===== config.mk =====
export PLATFORM = sky130hd
export DESIGN_NAME = key_direction_decoder
export DESIGN_NICKNAME = d
export VERILOG_FILES = /design/src/rtl/snake_defs.sv /design/src/rtl/key_debouncer.sv /design/src/rtl/key_direction_decoder.sv
export SDC_FILE = /design/constraint.sdc
export NUM_CORES = 1
export LEC_CHECK = 0
export BUFFER_PORTS_ARGS = -buffer_cell sky130_fd_sc_hd__buf_2
export CAP_MARGIN = 20
export CORE_ASPECT_RATIO = 0.5
export CORE_UTILIZATION = 25
export DETAILED_ROUTE_END_ITERATION = 8
export SLEW_MARGIN = 5
export SYNTH_ARGS = -nofsm -noshare
export SYNTH_HDL_FRONTEND = slang
export SYNTH_SLANG_ARGS = --single-unit

===== constraint.sdc =====
create_clock -name clk -period 3.3 [get_ports clk]
set_clock_uncertainty 0.15 [all_clocks]
set_input_delay 0.495 -clock clk [delete_from_list [all_inputs] [get_ports clk]]
set_output_delay 0.495 -clock clk [all_outputs]
set_load 0.01 [all_outputs]

===== src/rtl/snake_defs.sv =====
// Direction encoding shared by the key decoder and the snake movement logic.
package snake_defs;

    typedef enum logic [1:0] {
        DIR_UP    = 2'd0,
        DIR_DOWN  = 2'd1,
        DIR_LEFT  = 2'd2,
        DIR_RIGHT = 2'd3
    } dir_t;

    // Bit positions of each key inside the 4-bit key_pulse vector.
    localparam int KEY_UP    = 0;
    localparam int KEY_DOWN  = 1;
    localparam int KEY_LEFT  = 2;
    localparam int KEY_RIGHT = 3;
    localparam int NUM_KEYS  = 4;

    // Opposite pairs differ only in bit 0: UP/DOWN and LEFT/RIGHT.
    function automatic dir_t opposite(input dir_t d);
        return dir_t'(d ^ 2'b01);
    endfunction

endpackage


===== src/rtl/key_debouncer.sv =====
// One raw key: two-flop synchronizer, hold-time debouncer and press strobe.
module key_debouncer #(
    parameter int DEBOUNCE_CYCLES = 200,
    parameter int CNT_W           = 8
) (
    input  logic clk,
    input  logic rst,
    input  logic key,
    output logic pulse
);

    localparam logic [CNT_W-1:0] CNT_LAST = CNT_W'(DEBOUNCE_CYCLES - 1);

    logic             key_p0;
    logic             key_p1;
    logic             stable;
    logic             stable_d;
    logic [CNT_W-1:0] cnt;

    // Bring the asynchronous key into the clock domain.
    always_ff @(posedge clk or posedge rst) begin
        if (rst) begin
            key_p0 <= 1'b0;
            key_p1 <= 1'b0;
        end else begin
            key_p0 <= key;
            key_p1 <= key_p0;
        end
    end

    // Accept a new level only after it has differed from stable for DEBOUNCE_CYCLES samples in a row.
    always_ff @(posedge clk or posedge rst) begin
        if (rst) begin
            stable <= 1'b0;
            cnt    <= '0;
        end else if (key_p1 == stable) begin
            cnt <= '0;
        end else if (cnt == CNT_LAST) begin
            stable <= key_p1;
            cnt    <= '0;
        end else begin
            cnt <= cnt + CNT_W'(1);
        end
    end

    // One-cycle strobe on a stable rising edge; releases and long holds give nothing.
    always_ff @(posedge clk or posedge rst) begin
        if (rst) begin
            stable_d <= 1'b0;
            pulse    <= 1'b0;
        end else begin
            stable_d <= stable;
            pulse    <= stable & ~stable_d;
        end
    end

endmodule


===== src/rtl/key_direction_decoder.sv =====
// Turns four raw direction keys into a committed snake heading, one change per game tick.
module key_direction_decoder
    import snake_defs::*;
#(
    parameter int DEBOUNCE_CYCLES = 200,
    parameter int CNT_W           = 8
) (
    input  logic       clk,
    input  logic       rst,
    input  logic       key_up,
    input  logic       key_down,
    input  logic       key_left,
    input  logic       key_right,
    input  logic       tick,
    input  logic       hold,
    output logic [3:0] key_pulse,
    output logic [1:0] dir,
    output logic       dir_changed,
    output logic       pending_valid
);

    logic [NUM_KEYS-1:0] raw_keys;
    dir_t                dir_q;
    dir_t                pending;
    dir_t                req;
    logic                any_press;
    logic                accept;
    logic                commit;

    assign raw_keys = {key_right, key_left, key_down, key_up};

    for (genvar i = 0; i < NUM_KEYS; i++) begin : g_key
        key_debouncer #(
            .DEBOUNCE_CYCLES (DEBOUNCE_CYCLES),
            .CNT_W           (CNT_W)
        ) u_debouncer (
            .clk   (clk),
            .rst   (rst),
            .key   (raw_keys[i]),
            .pulse (key_pulse[i])
        );
    end

    // Pick the requested heading (up > down > left > right) and decide whether it may be queued.
    always_comb begin
        req       = DIR_UP;
        any_press = |key_pulse;
        if (key_pulse[KEY_UP])         req = DIR_UP;
        else if (key_pulse[KEY_DOWN])  req = DIR_DOWN;
        else if (key_pulse[KEY_LEFT])  req = DIR_LEFT;
        else if (key_pulse[KEY_RIGHT]) req = DIR_RIGHT;
        // Checked against the heading before any same-cycle commit.
        accept = any_press && !hold && (req != dir_q) && (req != opposite(dir_q));
        commit = tick && !hold && pending_valid;
    end

    // Pending queue (last accepted press wins) and tick-driven commit of the heading.
    always_ff @(posedge clk or posedge rst) begin
        if (rst) begin
            dir_q         <= DIR_RIGHT;
            pending       <= DIR_RIGHT;
            pending_valid <= 1'b0;
            dir_changed   <= 1'b0;
        end else begin
            dir_changed <= commit;
            if (commit) begin
                dir_q <= pending;
            end
            if (accept) begin
                pending       <= req;
                pending_valid <= 1'b1;
            end else if (commit) begin
                pending_valid <= 1'b0;
            end
        end
    end

    assign dir = dir_q;

endmodule


-- Yosys cells after proc, flatten, opt, wreduce, memory -nomap -nowiden
Index checks and enable logic that the tools add are counted.
- add/sub/neg operators: 4
- multiply operators: 0
- div/mod/pow operators: 0
- order comparisons: 0
- equality and inequality tests: 10
- shifts and indexed selects: 0
- muxes and demuxes: 14
- bitwise gates (word level): 13
- reductions and logical operators: 12
- operators by type and width (kind ; count):
    $mux W8 ; 8
    $add A8 B1 Y8 const B ; 4
    $eq A8 B8 Y1 const B ; 4
    $not A1 Y1 ; 9
    $mux W2 ; 4
    $reduce_and A2 Y1 ; 4
    $logic_and A1 B1 Y1 ; 5
    $and A1 B1 Y1 ; 4
    $eq A1 B1 Y1 ; 4
    $ne A2 B2 Y1 ; 2
    $reduce_or A4 Y1 ; 1
    $mux W1 ; 2
    $reduce_bool A2 Y1 ; 1
    $logic_not A1 Y1 ; 1
- bits in registers: 58
- latch bits: 0
- memory bits (writable): 0
- memory bits (read-only): 0
- input port bits: 8
- memories kept: 0

-- Logic depth before layout (Yosys ltp)
- depth in word-level cells: 8
- gate-level depth with buffers: 4

-- By module
A second synthesis with hierarchy kept.
- cell total of the unflattened synthesis: 218
- area total of the unflattened synthesis: 2529.9 sq um
- by module, submodules not included (module ; instances ; cells an instance ; area an instance (sq um) ; seq. area each (sq um)):
    key_debouncer ; 4 ; 48 ; 561.8 ; 325.3
    key_direction_decoder ; 1 ; 26 ; 282.8 ; 155.1

-- Worst setup path after synthesis
No wires, ideal clock.
- kind: input to register
- from: input port hold
- to: register pending[0]
- library setup time: 0.085 ns
- arrival time: 1.293 ns
- required time: 3.065 ns
- setup slack: 1.773 ns
- stages on the path: 3
- path through: or3_1 > o22ai_1 > mux2_1
- longest elaborated chain between the ends: 4
- ends and longest elaborated chain (what ; line ; RTL):
    start: declaration ; key_direction_decoder.sv:15 ; input logic hold,
    $logic_not A1 Y1 ; key_direction_decoder.sv:53 ; accept = any_press && !hold && (req != dir_q) && (req != opposite(dir_q));
    $logic_and A1 B1 Y1 (3 in a row) ; key_direction_decoder.sv:53 ;
    end signal: assignment ; key_direction_decoder.sv:70 ; pending <= req;
    end: declaration ; key_direction_decoder.sv:24 ; dir_t pending;
No other way between the ends.
A chain may end at the register's enable or synchronous reset.

-- Worst setup path in the final report
- from: register dir_q[1] (netlist: dir[1])
- to: output port dir[1]
- RTL lines (what ; line ; RTL):
    start: declaration ; key_direction_decoder.sv:23 ; dir_t dir_q;
    start signal: assignment ; key_direction_decoder.sv:67 ; dir_q <= pending;
    end: declaration ; key_direction_decoder.sv:17 ; output logic [1:0] dir,
No word-level cell between the ends.

==> flow_summary.toml <==
[yosys]
ys_seq_area_share_pct = 60.6
yosys.area.top_type_share_pct = 56.3
ys.flop_type = "dfrtp_1"
synth_edf_count = 0
synth.distinct_cells = 31
yosysMostFrequentCell = "dfrtp_1"
synth.largest_area_cell = "dfrtp_1"
avgSynthCellArea_um2 = 11.6
syn_inst = 207
ys.warnings.count = 0
synth_seq_cells = 58
synth_area_leaders = "dfrtp_1, dfstp_2, or3_1, nor2_1, xnor2_1"
async_reset_ff_share_pct = 100
synth_nets = 219
syn_area_um2 = 2400
synth_common_cells = "dfrtp_1, nor2_1, or3_1"

[clock_network]
cts_resized = 0
post_cts_buffers = 0
cts_num_sinks = 58
worst_skew_pair.late_latency_ns = 0.31
cts_root_buf = "clkbuf_16"
clk_pin_slew_ns = 0.05
cts_tree = "yes"
cts_buffer_depth = 2
ctsHoldBuffers = 0
cts_inserted_buffers = 9
htree_num_levels = 3

[critical_path]
cp-end-kind = "output pin"
crit_cells = 1
cp-start-kind = "register"
crit_path_top_delay_cell = "dfstp_2"
worstSetupPathType = "reg -> out"
r2r_start = "g_key[0].u_debouncer.pulse$_DFF_PP0_"
required_ns = 2.65
cp_max_fo = 4
cp.arrival_ns = 0.98
worstSetupStartpoint = "dir[1]$_DFFE_PP1P_"
cp_top_family = "flip-flops"
r2r_cells = 3
path_cells = "buf_2"
cpPeakStageDelay_ns = 0.54
worst-path-buf-inv = 1

[global_route]
grt_usage_pct = 9.24
grt_pass1_wl_mm = 7.03
grtUsageMet1_pct = 10.2
gr-max-usage-layer = "met2"
grt_max_degree = 59
grt_pass1_vias = 1585
grt_overflow = 0
antenna_found_initial = 0
grt_use_met2_pct = 14.9
use_met3_pct = 4.95

[power]
ir_drop_uv = 180
pwr_density_cell_nw_per_um2 = 599
total_leakage_power_nw = 1.32

[route]
vias = 1536
firstDrtPassIters = 4
drt_wl_total_mm = 3.87
post_drt_wl_per_cell_um = 11.0
avgViaCountPerCell = 4.39
antenna_left = 0
drc_errors = 0
drt_iter0_drc = 134

[place]
hpwl_mm = 2.65
port_buffers = 15
pre_cts_ws_ns = 1.58
place_area_um2 = 2600
gp_congestion = 0.747

[floorplan]
ios = 16
num_rows = 24
die-width_um = 141
die_area_um2 = 10000
core_um2 = 9010
start_util_pct = 26.7
die_y_um = 71.3

[sta]
fin_crit_sh_pct = 49.3
hold_viol_final = 0
max_freq_mhz = 615
relSlewSlack_pct = 53.3
rsz0062_at_grt = "no"
worstMarginPinSlew_ns = 0.700
finalSetupTns_ns = 0
hold-worst-slack_ns = 0.132
fin_ws_ns = 1.67
slew_viol_final = 0
period_needed_ns = 1.63
setup-violations-final = 0

[min_path]
min_path_cells = 1
min_path_type = "in -> reg"
min_from = "key_down"

[run_status]
status = "finished, final reports clean"

[layout]
layout-drive-gt1-share_pct = 16.7
stdcell_area_um2 = 2900
num_antenna_cells = 0
synthToLayoutAreaGrowth_pct = 20.6
fin_nets = 241
fill_cells = 901

[flow_run]
drv_cap = 0
## path summary, 6_finish.rpt
kind                                                    endpoint  slack (ns)
setup / recovery                                          dir[1]        1.67
hold / removal             g_key[1].u_debouncer.key_p0$_DFF_PP0_        0.13
setup reg to reg                          pending[0]$_DFFE_PP1P_        1.71
hold reg to reg            g_key[0].u_debouncer.key_p1$_DFF_PP0_        0.19
max in group asynchronous   g_key[2].u_debouncer.pulse$_DFF_PP0_        2.31
min in group asynchronous  g_key[3].u_debouncer.cnt[7]$_DFF_PP0_        0.22
## cell families after synthesis
kind of cell,Yosys count,synth area share [%]
compound gates,34,8.80
xor+xnor,16,5.83
fa+ha+maj,4,2.08
buf+inv,12,2.55
flops,58,60.6
mux,7,3.28
simple gates,76,16.8
## cell type report
class                   count  area (µm²)  area share (%)
repair buffers             16        82.6            2.85
well taps                 117         146            5.05
multi-input cells         137         885            30.5
inverters                   7        26.3           0.907
clock buffers              12         236            8.16
flip-flops and latches     58        1460            50.3
clock inverters             3        65.1            2.25
## state kept, by name, summed over array words and instances (netlist names)
register / cells
g_key.u_debouncer.cnt: 32
dir_changed: 1
g_key.u_debouncer.pulse: 4
g_key.u_debouncer.key_p1: 4
g_key.u_debouncer.key_p0: 4
pending: 2
g_key.u_debouncer.stable_d: 4
dir: 2
pending_valid: 1
g_key.u_debouncer.stable: 4
## power breakdown
part,switching [mW],internal [mW],leakage [nW]
clock,0.285,0.654,0.147
sequential,0.0131,0.730,0.767
combinational,0.0330,0.0201,0.404
## layout by cell type, fill, tap and decap left out, drive strengths merged
| master | synthesis | routed |
|---|---|---|
| dfrtp | 54 | 54 |
| clkinv | 0 | 1 |
| nand4 | 8 | 8 |
| nand2 | 7 | 7 |
| a22o | 1 | 1 |
| o22ai | 1 | 1 |
| a31oi | 1 | 1 |
| dfstp | 4 | 4 |
| nor2b | 4 | 4 |
| o21bai | 5 | 5 |
| a41o | 1 | 1 |
| buf | 5 | 16 |
| o2111ai | 1 | 1 |
| nor2 | 24 | 24 |
| a21o | 1 | 1 |
| bufinv | 0 | 2 |
| nand3 | 11 | 11 |
| xor2 | 8 | 8 |
| nor4b | 1 | 1 |
| xnor2 | 8 | 8 |
| inv | 7 | 7 |
| nor3b | 1 | 1 |
| or3 | 15 | 15 |
| nand2b | 3 | 3 |
| a21oi | 12 | 12 |
| o21ai | 11 | 11 |
| and3 | 1 | 1 |
| clkbuf | 0 | 12 |
| nand3b | 1 | 1 |
| ha | 4 | 4 |
| mux2 | 7 | 7 |
## metal layers
layer  up-vias  wire length [µm]
li1        768                 -
met1       736              1830
met2        24              1760
met3         8               199
met4         0                69
met5         -                 0
## metrics by stage
| stage | power (mW) | std cells | util, % |
|---|---|---|---|
| floorplan | 0.792 | 207 | - |
| global placement | 0.806 | 335 | 28.8 |
| detailed placement | 0.809 | 335 | 28.8 |
| CTS | 1.77 | 350 | 32.2 |
| global route | 1.81 | 350 | 32.2 |
| finish | 1.74 | 350 | 32.2 |
(Power assumes the default switching activity.)
